[src/rtl/v_piso_tx_pkg.sv]
// -----------------------------------------------------------------------------
// v_piso_tx_pkg
// Shared definitions for the PISO serial transmitter:
//   - FSM state encodings (IDLE / SHIFT), kept as plain logic constants so the
//     encoding stays visible to legacy tooling and waveform viewers.
//   - clog2() used to size the frame bit counter.
// -----------------------------------------------------------------------------
package v_piso_tx_pkg;

  localparam logic [0:0] ST_IDLE  = 1'b0;
  localparam logic [0:0] ST_SHIFT = 1'b1;

  // Number of bits needed to count 0 .. value-1 (at least 1 bit).
  function automatic int clog2(input int value);
    int r;
    r = 0;
    while ((1 << r) < value) r++;
    return (r < 1) ? 1 : r;
  endfunction

endpackage : v_piso_tx_pkg

[src/rtl/v_piso_tx_if.sv]
// -----------------------------------------------------------------------------
// v_piso_tx_if
// Bundles the parallel-word handshake and the serial output of v_piso_tx.
//   din        parallel word to transmit            (master -> slave)
//   din_valid  din holds a word to send              (master -> slave)
//   din_ready  transmitter can accept a word         (slave  -> master)
//   sout       registered serial data                (slave  -> master)
//   sframe     sout carries a frame bit              (slave  -> master)
//   done       one-cycle pulse after last frame bit  (slave  -> master)
//   busy       transmitter is shifting a frame       (slave  -> master)
// -----------------------------------------------------------------------------
interface v_piso_tx_if #(
  parameter int WIDTH = 4
) ();

  logic [WIDTH-1:0] din;
  logic             din_valid;
  logic             din_ready;
  logic             sout;
  logic             sframe;
  logic             done;
  logic             busy;

  modport master (
    output din, din_valid,
    input  din_ready, sout, sframe, done, busy
  );

  modport slave (
    input  din, din_valid,
    output din_ready, sout, sframe, done, busy
  );

endinterface : v_piso_tx_if

[src/rtl/v_piso_shifter.sv]
// -----------------------------------------------------------------------------
// v_piso_shifter
// Loadable WIDTH+1-bit shift register. Zeros are shifted in, so once a frame
// has been fully shifted out the head bit reads 0 without extra clearing.
//   clk    rising-edge clock
//   rst    synchronous active-high reset (clears the register)
//   en     clock enable; load/shift act only when en=1
//   load   load d (has priority over shift)
//   shift  advance by one bit toward the head
//   d      word to load, already arranged in transmit order
//   head   bit currently at the output end of the register
// -----------------------------------------------------------------------------
module v_piso_shifter #(
  parameter int WIDTH     = 4,
  parameter bit MSB_FIRST = 1'b1
) (
  input  logic           clk,
  input  logic           rst,
  input  logic           en,
  input  logic           load,
  input  logic           shift,
  input  logic [WIDTH:0] d,
  output logic           head
);

  logic [WIDTH:0] q;

  // NOTE: sequential state uses non-blocking assignments so every flop samples
  // pre-edge values; blocking here would create order-dependent simulation.
  always_ff @(posedge clk) begin
    if (rst) begin
      q <= '0;
    end else if (en) begin
      if (load) begin
        q <= d;
      end else if (shift) begin
        if (MSB_FIRST) q <= {q[WIDTH-1:0], 1'b0};
        else           q <= {1'b0, q[WIDTH:1]};
      end
    end
  end

  assign head = MSB_FIRST ? q[WIDTH] : q[0];

endmodule : v_piso_shifter

[src/rtl/v_piso_tx.sv]
// -----------------------------------------------------------------------------
// v_piso_tx
// Parallel-in serial-out transmitter. A word accepted from the handshake is
// sent as WIDTH data bits, optionally followed by one even-parity bit. The
// first bit appears on sout at the accept edge itself; each further clken=1
// edge presents the next bit. The clken=1 edge after the last bit returns to
// IDLE and pulses done for one clk cycle.
//   clk    rising-edge clock
//   rst    synchronous active-high reset, dominates clken and handshake
//   clken  active-high clock enable for all state except done's clearing
//   bus    v_piso_tx_if.slave: din/din_valid/din_ready, sout/sframe/done/busy
// -----------------------------------------------------------------------------
module v_piso_tx
  import v_piso_tx_pkg::*;
#(
  parameter int WIDTH     = 4,
  parameter bit PARITY_EN = 1'b1,
  parameter bit MSB_FIRST = 1'b1
) (
  input  logic          clk,
  input  logic          rst,
  input  logic          clken,
  v_piso_tx_if.slave    bus
);

  localparam int              F    = WIDTH + int'(PARITY_EN);
  localparam int              CW   = clog2(F);
  localparam logic [CW-1:0]   LAST = CW'(F - 1);

  logic [0:0]     state;
  logic [CW-1:0]  cnt;
  logic           done_q;
  logic           par;
  logic [WIDTH:0] frame;
  logic           accept;
  logic           advance;
  logic           head;

  // Even parity: the appended bit makes the total number of ones even.
  assign par = PARITY_EN ? ^bus.din : 1'b0;

  // Arrange the frame so the first bit to send sits at the shifter's head.
  // Without parity the spare position is a 0 pad that is never transmitted.
  assign frame = MSB_FIRST ? {bus.din, par} : {par, bus.din};

  assign accept  = (state == ST_IDLE)  && bus.din_valid && clken;
  assign advance = (state == ST_SHIFT) && clken;

  // The final advance shifts the last bit out too, leaving an all-zero
  // register, which is what drives sout low back in IDLE.
  v_piso_shifter #(
    .WIDTH     (WIDTH),
    .MSB_FIRST (MSB_FIRST)
  ) u_shifter (
    .clk   (clk),
    .rst   (rst),
    .en    (clken),
    .load  (accept),
    .shift (advance),
    .d     (frame),
    .head  (head)
  );

  always_ff @(posedge clk) begin
    if (rst) begin
      state  <= ST_IDLE;
      cnt    <= '0;
      done_q <= 1'b0;
    end else begin
      // done lasts one clk cycle whether or not the next edge is enabled.
      done_q <= 1'b0;
      if (clken) begin
        case (state)
          ST_IDLE: begin
            if (bus.din_valid) begin
              state <= ST_SHIFT;
              cnt   <= '0;
            end
          end
          ST_SHIFT: begin
            if (cnt == LAST) begin
              state  <= ST_IDLE;
              cnt    <= '0;
              done_q <= 1'b1;
            end else begin
              cnt <= cnt + CW'(1);
            end
          end
          default: begin
            state <= ST_IDLE;
            cnt   <= '0;
          end
        endcase
      end
    end
  end

  assign bus.din_ready = (state == ST_IDLE);
  assign bus.busy      = (state == ST_SHIFT);
  assign bus.sframe    = (state == ST_SHIFT);
  assign bus.sout      = head;
  assign bus.done      = done_q;

endmodule : v_piso_tx

[src/flat_wrapper.sv]
// flat-port wrapper written by rule: the top's interface ports become plain ports
module v_piso_tx_flat import v_piso_tx_pkg::*;
#(
  parameter int WIDTH     = 4,
  parameter bit PARITY_EN = 1'b1,
  parameter bit MSB_FIRST = 1'b1
)
  (clk, rst, clken, bus_din, bus_din_valid, bus_din_ready, bus_sout, bus_sframe, bus_done, bus_busy);
  v_piso_tx_if #(.WIDTH(WIDTH)) bus_i ();
  input  logic clk;
  input  logic rst;
  input  logic clken;
  input wire logic [$bits(bus_i.din)-1:0] bus_din;
  input wire logic [$bits(bus_i.din_valid)-1:0] bus_din_valid;
  output wire logic [$bits(bus_i.din_ready)-1:0] bus_din_ready;
  output wire logic [$bits(bus_i.sout)-1:0] bus_sout;
  output wire logic [$bits(bus_i.sframe)-1:0] bus_sframe;
  output wire logic [$bits(bus_i.done)-1:0] bus_done;
  output wire logic [$bits(bus_i.busy)-1:0] bus_busy;
  assign bus_i.din = bus_din;
  assign bus_i.din_valid = bus_din_valid;
  assign bus_din_ready = bus_i.din_ready;
  assign bus_sout = bus_i.sout;
  assign bus_sframe = bus_i.sframe;
  assign bus_done = bus_i.done;
  assign bus_busy = bus_i.busy;
  v_piso_tx #(.WIDTH(WIDTH), .PARITY_EN(PARITY_EN), .MSB_FIRST(MSB_FIRST)) u_core (.clk(clk), .rst(rst), .clken(clken), .bus(bus_i));
endmodule
[config.mk]
export PLATFORM = sky130hd
export DESIGN_NAME = v_piso_tx_flat
export DESIGN_NICKNAME = d
export VERILOG_FILES = /design/src/rtl/v_piso_tx_pkg.sv /design/src/rtl/v_piso_tx_if.sv /design/src/rtl/v_piso_shifter.sv /design/src/rtl/v_piso_tx.sv /design/src/flat_wrapper.sv
export SDC_FILE = /design/constraint.sdc
export NUM_CORES = 1
export LEC_CHECK = 0
export ABC_CLOCK_PERIOD_IN_PS = 1400
export BUFFER_PORTS_ARGS = -buffer_cell sky130_fd_sc_hd__buf_2
export CORE_AREA = 4 4 41 43
export CTS_CLUSTER_SIZE = 40
export DETAILED_ROUTE_END_ITERATION = 16
export DIE_AREA = 0 0 45 47
export PLACE_DENSITY_LB_ADDON = 0.12
export SLEW_MARGIN = 0
export SYNTH_ARGS = -nofsm -noshare
export SYNTH_HDL_FRONTEND = slang
export SYNTH_HIERARCHICAL = 1
export SYNTH_SLANG_ARGS = --single-unit
[constraint.sdc]
create_clock -name clk -period 1.4 [get_ports clk]
set_input_delay 0.28 -clock clk [delete_from_list [all_inputs] [get_ports clk]]
set_output_delay 0.28 -clock clk [all_outputs]
set_load 0.05 [all_outputs]
Word level (Yosys, flattened, before mapping)
Index checks and enable logic that the tools add are counted.
{"block": "classes", "add_sub_neg": 1, "bitwise_logic": 2, "n_reduce_logical": 8, "n_eq_ne": 2, "muxes": 9}
{"operator": "$mux 5", "n": 2}
{"operator": "$mux 3", "n": 2}
{"operator": "$pmux 3 s2", "n": 1}
{"operator": "$reduce_and 2->1", "n": 2}
{"operator": "$reduce_xor 4->1", "n": 1}
{"operator": "$add 3x1->3 const B", "n": 1}
{"operator": "$eq 3x3->1 const B", "n": 1}
{"operator": "$logic_and 1x1->1", "n": 3}
{"operator": "$mux 1", "n": 3}
{"operator": "$reduce_or 3->1", "n": 1}
{"operator": "$ne 2x2->1 const B", "n": 1}
{"operator": "$not 1->1", "n": 2}
{"operator": "$pmux 1 s2", "n": 1}
{"operator": "$reduce_bool 2->1", "n": 1}
{"block": "word_totals", "reg_bits": 10, "in_bits": 8, "elab_cells": 26, "out_inout_bits": 5}

Depth between registers and ports, before layout
{"block": "logic_depth", "word_depth": 5, "ltp_mapped": 7, "ltp_nobuf": 5}

By module
Netlist, hierarchy kept.
{"mod": "v_piso_tx", "n_inst": 1, "cells_each": 33, "area_per_inst_um2": 276.5, "seq_area_each_um2": 100.1}
{"mod": "v_piso_shifter", "n_inst": 1, "cells_each": 23, "area_per_inst_um2": 242.7, "seq_area_each_um2": 100.1}

Worst setup path after synthesis
No wires, ideal clock.
{"block": "synth_timing", "path_type": "register -> register", "from": "reg u_core.state, in the netlist u_core/bus.busy", "to": "reg u_core.u_shifter.q[0]", "required_ns": 1.334, "path_slack_ns": -0.196, "n_path_buf": 2, "setup_time_ns": 0.066, "t_arrival_ns": 1.530, "path_stages_with_launch": 7, "synth_period_minus_slack_ns": 1.596, "path_cell_list": "dfxtp_1 > nor2_1 > buf_6 > o21a_1 > buf_6 > nand2b_4 > a21oi_2"}
{"block": "synth_via", "elab_chain_len": 5, "elab_cells_between_ends": 7, "classes_between": "1 x mux; 1 x bitwise; 5 x reduce/logical"}
{"element": "start: declaration", "line": "v_piso_tx.sv:30", "source": "logic [0:0] state;"}
{"element": "start signal: assignment", "line": "v_piso_tx.sv:66", "source": "state <= ST_IDLE;"}
{"element": "start signal: assignment", "line": "v_piso_tx.sv:76", "source": "state <= ST_SHIFT;"}
{"element": "start signal: assignment", "line": "v_piso_tx.sv:82", "source": "state <= ST_IDLE;"}
{"element": "$not 1->1 (no source line) *"}
{"element": "$logic_and 1x1->1 * (2 in a row)", "line": "v_piso_tx.sv:46", "source": "assign accept = (state == ST_IDLE) && bus.din_valid && clken;"}
{"element": "via u_core.accept", "line": "v_piso_tx.sv:35", "source": "logic accept;"}
{"element": "$reduce_bool 2->1 (no source line)"}
{"element": "$reduce_and 2->1 (no source line)"}
{"element": "end signal: assignment", "line": "v_piso_shifter.sv:37", "source": "if (MSB_FIRST) q <= {q[WIDTH-1:0], 1'b0};"}
{"element": "end signal: assignment", "line": "v_piso_shifter.sv:38", "source": "else q <= {1'b0, q[WIDTH:1]};"}
{"element": "end: declaration", "line": "v_piso_shifter.sv:26", "source": "logic [WIDTH:0] q;"}
The timed path passes the listed nets; every way through them passes the cells marked *.
A chain may end at the register's enable or synchronous reset.

Worst setup path after layout
{"block": "layout_timing", "from": "reg u_core.state, in the netlist u_core/bus.busy", "to": "out bus_din_ready"}
{"block": "layout_via", "elab_chain_len": 1}
{"element": "$not 1->1 (no source line)"}
{"element": "end: declaration", "line": "flat_wrapper.sv:15", "source": "output wire logic [$bits(bus_i.din_ready)-1:0] bus_din_ready;"}
No other way between the ends.

==> key figures <==
STA
  • Max Slew Vio Count: 0
  • # setup viols final: 0
  • Tmin final: 1.24 ns
  • Slew @ Worst Pin: 0.272 ns
  • Skew final: 0.00192 ns
  • Final period util: 0.885
  • Rel. slew slack: 0.819
  • Final hold vios: 0
  • Setup TNS: 0 ns
  • FMAX: 807 MHz
  • Unrepaired setup endpoints after global routing: false

Worst setup path
  • Crit. End Element: output pin
  • Setup slack, reg-to-reg: 0.19 ns
  • Slowest cell delay on critical path: 0.36 ns
  • CP Launch Type: register
  • CP Class: register to output pin
  • Critical-path cell list: inv_1 > buf_2
  • CP max FO: 8
  • CP arrival: 0.96 ns
  • WP data required: 1.12 ns
  • CP max-delay cell: dfxtp_2

Synth
  • Mean Syn Cell Area: 9.27 um^2
  • Area share of the largest cell type after synthesis: 0.386
  • Post-synth EDFFs: 0
  • Unique masters post-synth: 23
  • Gate count after technology mapping: 56
  • Ys Warns: 6
  • Synth top area cells: dfxtp_1 39%, mux2i_1 7.7%, a211oi_1 7.2%
  • Synthesized Nets: 66
  • Ys flop type: dfxtp_1
  • Leading area contributor after synthesis: dfxtp_1
  • Synthesis-stage register bit count: 10
  • Register area share after synthesis: 0.386
  • Async SR Flop Fraction: 0
  • Mapped cell area: 519 um^2

Detailed routing
  • DR vias/cell: 4.84
  • Drt wl/cell: 10.4 um
  • Detailed-route via count: 411
  • Iter 0 DRT Violations: 4
  • Antenna viol nets, final: 0
  • DRC viols: 0
  • Routed WL: 885 um
  • First drt pass iteration count: 2

Clock network
  • Total CTS buffers: 3
  • CTS H-tree depth: 1
  • Post-CTS setup repair buffer count: 0
  • Longest Clk Path Bufs: 2
  • Later-pin clock latency in the skew report: 0.26 ns
  • Cts-stage hold buffer count: 0
  • CTS Root Cell: clkbuf_4
  • Reg clk slew, reported paths: 0.06 ns
  • CTS tree: built
  • Clk sink count: 10
  • CTS resizes: 0

Die
  • Num rows: 13
  • Die Area: 2120 um^2
  • Die Wd: 45 um
  • Chip height: 47 um
  • Boundary pin count: 13
  • Core box area: 1300 um^2
  • Initial Util: 0.399

Finish
  • Final cell count without fillers: 85
  • Layout cells sized above 1: 0.343
  • Synth-to-Final Area Change: 18.1%
  • Post-Route Utilization: 0.471
  • Nets: 81
  • Most common cell after layout, fill and taps aside: buf_2
  • Commonest non-fill, non-tap cells in the layout: 12 x buf_2, 9 x dfxtp_1, 8 x nor2_1, 5 x a211oi_1
  • # diodes: 0

Power and ir drop
  • Power consumption: 0.000679 W
  • VDD IR-drop max: 556 uV
  • Leak: 0.243 nW
  • PD cells: 1110 nW/um^2

Global routing
  • Largest net degree at the start of global routing: 11
  • GRT Total Usage: 0.107
  • Vias in the first global route: 349
  • Total grt overflow: 0
  • Antenna violations before repair: 0
  • First-pass GRT wire length: 1460 um

Outcome
  • Status: finished, final reports clean

Placed design
  • IO buf count: 12
  • DP Wirelength: 694 um
  • Placer's final routability congestion estimate: 0.684
  • Placed insts: 81

Min path
  • Hold crit path type: input pin to register

Run
  • Max cap viols: 0
-- metal layers --
| metal | vias to the layer above | share of wire | global-route usage |
|---|---|---|---|
| met5 | - | 0 | 0 |
| met4 | 0 | 0.033 | 0.0877 |
| met3 | 5 | 0.080 | 0.0690 |
| met2 | 11 | 0.43 | 0.133 |
| met1 | 170 | 0.46 | 0.127 |
| li1 | 225 | - | - |
-- final timing paths --
check,start,to,cells after the start
worst min-delay path,bus_din_valid,u_core/bus.busy,3
worst max-delay path,u_core/bus.busy,bus_din_ready,2
worst max register to register,u_core/bus.busy,u_core/u_shifter/q[1],5
worst min register to register,u_core/cnt[0],u_core/cnt[0],2
-- registers in the layout, summed over array words and instances, names as in the netlist --
register	count
u_core/u_shifter/q	5
u_core/cnt	3
u_core/bus.busy	1
u_core/bus.done	1
-- critical path, delay by kind of cell (launching register included) --
family / cells / cell delay (ns)
DFF: 1 / 0.36
buffers and inverters: 2 / 0.34
-- cells in the mapped netlist (2+ instances only) --
library cell	count
nand3_1	2
a21oi_2	2
xnor2_1	2
a211oi_1	5
nor2_1	8
ha_1	2
buf_6	2
inv_1	3
dfxtp_1	10
mux2i_1	4
nand2_1	4
-- metrics by stage --
| step | setup slack, ns | cell area [um^2] | hold slack (ns) |
|---|---|---|---|
| 2_1_floorplan | 0.0367 | 520 | 0.342 |
| 3_3_place_gp | 0.103 | 577 | 0.474 |
| 3_5_place_dp | 0.0555 | 577 | 0.471 |
| 4_1_cts | 0.142 | 613 | 0.291 |
| 5_1_grt | 0.0474 | 613 | 0.295 |
| 6_report | 0.161 | 613 | 0.298 |
-- layout make-up --
cell class / count / area [um^2]
Multi-Input combinational cell: 39 / 273
Fill cell: 145 / 688
Timing Repair Buffer: 13 / 67.6
Sequential cell: 10 / 201
Inverter: 4 / 16.3
Tap cell: 15 / 18.8
Clock buffer: 4 / 36.3
-- cells by family (layout without fill, tap and decap cells) --
kind of cell / after synthesis / in the layout / synth area share
AOI/OAI and AO/OA: 11 / 11 / 0.159
xor gates and xnor gates: 3 / 3 / 0.0506
adders and majority gates: 2 / 2 / 0.0482
buffers and inverters: 7 / 21 / 0.0891
DFF: 10 / 10 / 0.386
muxes: 4 / 4 / 0.0771
and+or+nand+nor: 19 / 19 / 0.190
-- where the power goes --
group,internal (W),switching (W),leakage [nW],total [W]
combinational,0.0000439,0.0000736,0.140,0.000117
clock,0.000158,0.0000960,0.0210,0.000254
sequential,0.000298,0.00000967,0.0818,0.000307
total,0.000499,0.000179,0.243,0.000679
Power figures use the tool's default switching activity.
